===== src/rtl/demux_pkg.sv =====
// -----------------------------------------------------------------------------
// demux_pkg
// Shared types and defaults for the 1-to-2 stream demultiplexer.
//   channel_e      : destination channel encoding (matches the sel input bit)
//   DEFAULT_WIDTH  : default payload width
//   DEFAULT_CNT_W  : default per-channel transfer counter width
// -----------------------------------------------------------------------------
package demux_pkg;

  typedef enum logic {
    CH1 = 1'b0,
    CH2 = 1'b1
  } channel_e;

  localparam int unsigned DEFAULT_WIDTH = 16;
  localparam int unsigned DEFAULT_CNT_W = 8;

endpackage


===== src/rtl/demux_out_slice.sv =====
// -----------------------------------------------------------------------------
// demux_out_slice
// One-entry output register for a single demux channel (EMPTY/FULL).
// Ports:
//   clk, rst_n  : clock, asynchronous active-low reset
//   load        : write load_data this edge (only asserted when can_load=1)
//   load_data   : payload to capture
//   out_data    : held payload (keeps last value after draining)
//   out_valid   : slice is FULL
//   out_ready   : downstream consumer ready
//   can_load    : slice is empty, or is draining on this edge
// -----------------------------------------------------------------------------
module demux_out_slice
  import demux_pkg::*;
#(
  parameter int unsigned width = DEFAULT_WIDTH
) (
  input  logic             clk,
  input  logic             rst_n,
  input  logic             load,
  input  logic [width-1:0] load_data,
  output logic [width-1:0] out_data,
  output logic             out_valid,
  input  logic             out_ready,
  output logic             can_load
);

  logic [width-1:0] data_r;
  logic             valid_r;

  // A FULL slice that is handing its word off this edge frees its entry in
  // time for a new load, which is what gives full throughput without bubbles.
  assign can_load  = !valid_r || out_ready;
  assign out_data  = data_r;
  assign out_valid = valid_r;

  // NOTE: state registers use non-blocking assignments so every flop samples
  // pre-edge values, independent of statement or process ordering.
  // NOTE: the data register is reset too (not just valid) because its value
  // is architecturally visible as zero after reset.
  always_ff @(posedge clk or negedge rst_n) begin
    if (!rst_n) begin
      valid_r <= 1'b0;
      data_r  <= '0;
    end else if (load) begin
      valid_r <= 1'b1;
      data_r  <= load_data;
    end else if (out_ready) begin
      valid_r <= 1'b0;
    end
  end

endmodule


===== src/rtl/demux_1x2_stream.sv =====
// -----------------------------------------------------------------------------
// demux_1x2_stream
// Registered 1-to-2 stream demultiplexer with per-channel output slices and
// per-channel accepted-transfer counters.
// Ports:
//   clk, rst_n            : clock, asynchronous active-low reset
//   enable                : global accept enable (0 blocks new transfers)
//   sel                   : destination, 0 -> channel 1, 1 -> channel 2
//   in_data/valid/ready   : upstream stream
//   out1_data/valid/ready : channel 1 stream
//   out2_data/valid/ready : channel 2 stream
//   cnt1, cnt2            : accepted transfers per channel, wrapping
// -----------------------------------------------------------------------------
module demux_1x2_stream
  import demux_pkg::*;
#(
  parameter int unsigned width = DEFAULT_WIDTH,
  parameter int unsigned cnt_w = DEFAULT_CNT_W
) (
  input  logic             clk,
  input  logic             rst_n,
  input  logic             enable,
  input  logic             sel,
  input  logic [width-1:0] in_data,
  input  logic             in_valid,
  output logic             in_ready,
  output logic [width-1:0] out1_data,
  output logic             out1_valid,
  input  logic             out1_ready,
  output logic [width-1:0] out2_data,
  output logic             out2_valid,
  input  logic             out2_ready,
  output logic [cnt_w-1:0] cnt1,
  output logic [cnt_w-1:0] cnt2
);

  channel_e         target;
  logic             can_load1;
  logic             can_load2;
  logic             accept;
  logic             load1;
  logic             load2;
  logic [cnt_w-1:0] cnt1_r;
  logic [cnt_w-1:0] cnt2_r;

  assign target = channel_e'(sel);

  // Only the targeted slice gates readiness, so a stalled channel never
  // blocks words headed for the other one. in_valid is deliberately absent.
  assign in_ready = enable && ((target == CH2) ? can_load2 : can_load1);
  assign accept   = in_valid && in_ready;
  assign load1    = accept && (target == CH1);
  assign load2    = accept && (target == CH2);

  demux_out_slice #(.width(width)) u_slice1 (
    .clk       (clk),
    .rst_n     (rst_n),
    .load      (load1),
    .load_data (in_data),
    .out_data  (out1_data),
    .out_valid (out1_valid),
    .out_ready (out1_ready),
    .can_load  (can_load1)
  );

  demux_out_slice #(.width(width)) u_slice2 (
    .clk       (clk),
    .rst_n     (rst_n),
    .load      (load2),
    .load_data (in_data),
    .out_data  (out2_data),
    .out_valid (out2_valid),
    .out_ready (out2_ready),
    .can_load  (can_load2)
  );

  // Counters wrap naturally at 2^cnt_w.
  always_ff @(posedge clk or negedge rst_n) begin
    if (!rst_n) begin
      cnt1_r <= '0;
      cnt2_r <= '0;
    end else begin
      if (load1) cnt1_r <= cnt1_r + cnt_w'(1);
      if (load2) cnt2_r <= cnt2_r + cnt_w'(1);
    end
  end

  assign cnt1 = cnt1_r;
  assign cnt2 = cnt2_r;

endmodule

===== config.mk =====
export PLATFORM = sky130hd
export DESIGN_NAME = demux_1x2_stream
export DESIGN_NICKNAME = d
export VERILOG_FILES = /design/src/rtl/demux_pkg.sv /design/src/rtl/demux_out_slice.sv /design/src/rtl/demux_1x2_stream.sv
export SDC_FILE = /design/constraint.sdc
export NUM_CORES = 1
export LEC_CHECK = 0
export CAP_MARGIN = 20
export CORE_MARGIN = 2
export CORE_UTILIZATION = 40
export CTS_CLUSTER_SIZE = 24
export DETAILED_ROUTE_END_ITERATION = 10
export GPL_ROUTABILITY_DRIVEN = 1
export PLACE_DENSITY_LB_ADDON = 0.3
export SLEW_MARGIN = 30
export SYNTH_ARGS = -nofsm -noshare
export SYNTH_HDL_FRONTEND = slang
export SYNTH_SLANG_ARGS = --single-unit

===== constraint.sdc =====
create_clock -name clk -period 1.8 [get_ports clk]
set_input_delay 0.36 -clock clk [delete_from_list [all_inputs] [get_ports clk]]
set_output_delay 0.36 -clock clk [all_outputs]
set_load 0.03 [all_outputs]

==> metrics <==
status=finished clean; TritonCTS clock tree=built; slowest cell on the critical path=clkdlybuf4s50_1; element type at the critical path start=primary input; via count of the first global-routing pass=1412; sum of net half-perimeters after detailed placement=3020 um; total instance count after detailed placement=276; source-to-sink clock delay at the later pin of the worst-skew pair=0.29 ns; kind of cell adding the most delay to the critical path=buffers and inverters; Total Die Area=5540 sq um; Setup crit end kind=primary output; synthesized area per cell=14.9 sq um; number of standard cells after synthesis=133; Worst Setup Path Type=in -> out; area inside the core boundary=4750 sq um; classification of the worst-slack hold path=in -> async; top library cells by usage in the layout, fill and taps aside=clkdlybuf4s50_1, dfrtp_1, mux2_2; number of diodes added for antenna fixing=0; ratio of routed vias to standard cells=4.82; # setup viols final=0; Top-Level Pins=74; leakage power summed over all cells=1.35 nW; H-Tree Level Count=2; net count after synthesis=158; synth-to-layout area growth=50.7%; Cell Rows=25; post-layout min period=1.76 ns; Yosys warning count=0; number of optimization iterations in the first detailed-route pass=4; Non-Filler Instances=285; antenna violations before repair=0; die width=74.4 um; via count of the routed design=1373; RSZ-0062 raised after global routing=no; Post-Synthesis Cell Area=1980 sq um; CTS Hold Buffers Added=0; peak clock frequency supported by timing=0.568 GHz; critical path cell sequence=clkdlybuf4s50_1 > nor2b_4 > nor2_1 > a21oi_1 > nor2b_1 > buf_4; Data required, critical path=1.44 ns; initial core utilization=0.417; maximum single-stage delay on the critical path=0.51 ns; post-route core utilization=0.628; commonest non-fill, non-tap cell in the layout=clkdlybuf4s50_1; Final Cell Area=2990 sq um; clock input transition at the sequential cells of the worst setup and hold paths=0.09 ns; measured slew at the worst slew-check pin=0.650 ns; Longest Clk Path Bufs=2; antenna viol nets, final=0; cell area power density=1290 nW/um^2; register bit total from synthesis=50; Worst Path Buf+Inv=2; DP Area=2850 sq um; routed len/inst=14.7 um; worst path arrival time=1.40 ns; pin count of the biggest net entering global routing=29; highest net fanout along the worst path=4; maximum resistive drop on vdd=620 uV; Port Buffers=73; number of nets in the final layout=242; number of sinks handled by clock tree synthesis=50; Die Span Y=74.4 um; buffer cell driving the clock tree root=clkbuf_8; post-synthesis sequential area ratio=0.631; global-route usage over all layers=0.160; CTS buffer count=5; First DRT Iteration DRCs=18; hold violation count in the final report=0; gr ovfl total=0; normalized max-slew margin=0.567; layout cell share with drive strength beyond 1=0.261; overall power consumption=0.00384 W; wire length of the first global-routing pass=6700 um; Final Skew=0.00230 ns; gpl congestion=0.806; Tcrit/Tclk final=0.977; DRC violations left=0; Worst Hold Margin=0.0793 ns; Final Routed Wirelength=4180 um; number of maximum-capacitance constraint violations=0; Synth cell types=20; number of pins exceeding their max-slew limit in the final report=0
-- synthesized netlist by cell type --
| master | number | area [sq um] |
|---|---|---|
| a21oi_1 | 1 | 5.00 |
| buf_2 | 1 | 5.00 |
| nand2b_1 | 1 | 6.26 |
| or2_2 | 1 | 6.26 |
| xnor2_1 | 11 | 96.3 |
| nand4_1 | 4 | 25.0 |
| xor2_1 | 3 | 26.3 |
| dfrtp_1 | 50 | 1250 |
| nor4_2 | 1 | 12.5 |
| nand2_1 | 4 | 15.0 |
| buf_6 | 1 | 11.3 |
| and3_1 | 2 | 12.5 |
| nor2b_1 | 3 | 18.8 |
| nor2_1 | 1 | 3.75 |
| mux2_2 | 34 | 383 |
| nor3_2 | 1 | 10.0 |
| and2_1 | 2 | 12.5 |
| ha_1 | 2 | 25.0 |
| nand3_1 | 7 | 35.0 |
| buf_4 | 3 | 22.5 |
-- sequential cells by signal (all words and copies together), names as in the netlist --
| signal | flops |
|---|---|
| cnt2 | 8 |
| cnt1 | 8 |
| u_slice2.out_data | 16 |
| u_slice1.out_data | 16 |
| u_slice2.out_valid | 1 |
| u_slice1.out_valid | 1 |
-- logic make-up (layout without fill, tap and decap cells) --
kind of cell	Yosys count	after routing	synth area share
buffers and inverters	5	90	0.0196
multiplexers	34	34	0.193
AND/OR/NAND/NOR	27	27	0.0795
AO/OA/AOI/OAI	1	1	0.00252
flip-flops	50	50	0.631
XOR/XNOR	14	14	0.0618
adder cells (fa/ha/maj)	2	2	0.0126
-- metal layers --
| metal | routed length [um] | vias to the layer above | GRT usage |
|---|---|---|---|
| met5 | 0 | - | 0 |
| met4 | 30 | 0 | 0.0357 |
| met3 | 261 | 5 | 0.0556 |
| met2 | 2160 | 59 | 0.275 |
| met1 | 1730 | 681 | 0.194 |
| li1 | - | 628 | - |
-- metrics by stage --
step	worst slack, ns	TNS (ns)
floorplan	0.188	0
global placement	-0.0520	-1.18
detailed placement	-0.107	-2.52
CTS	0.0123	0
global route	0.000370	0
finish	0.0408	0
-- power breakdown --
| part | leakage [nW] | switching, W | internal (W) |
|---|---|---|---|
| sequential | 0.614 | 0.000214 | 0.00138 |
| combinational | 0.684 | 0.000797 | 0.000676 |
| clock | 0.0514 | 0.000361 | 0.000415 |
-- timing repair --
item | 4_1_cts | 5_1_grt
setup endpoints to repair | 3 | 8
setup buffers | 0 | 2
gates resized for setup | 4 | 8
pin swaps | 1 | 0
-- path summary, 6_finish.rpt --
path | end | depth (start not counted) | slack (ns) | start
worst max-delay path | in_ready | 6 | 0.04 | out1_ready
worst min-delay path | cnt1[7]$_DFFE_PN0P_ | 1 | 0.08 | rst_n
worst max register to register | u_slice1.out_data[1]$_DFFE_PN0P_ | 5 | 0.28 | u_slice1.out_valid$_DFFE_PN0P_
worst min register to register | cnt1[7]$_DFFE_PN0P_ | 1 | 0.47 | cnt1[7]$_DFFE_PN0P_
max in group asynchronous | u_slice1.out_data[3]$_DFFE_PN0P_ | 2 | 1.17 | rst_n
min in group clk | cnt1[7]$_DFFE_PN0P_ | 1 | 0.47 | cnt1[7]$_DFFE_PN0P_
-- final cells by class --
| cell class | count | area, sq um |
|---|---|---|
| fill | 367 | 1770 |
| sequential | 50 | 1250 |
| tap | 67 | 83.8 |
| timing repair buffer | 82 | 833 |
| clock buffer | 6 | 72.6 |
| clock inverter | 2 | 37.5 |
| multi-input combinational | 78 | 709 |
(Power assumes the default switching activity.)
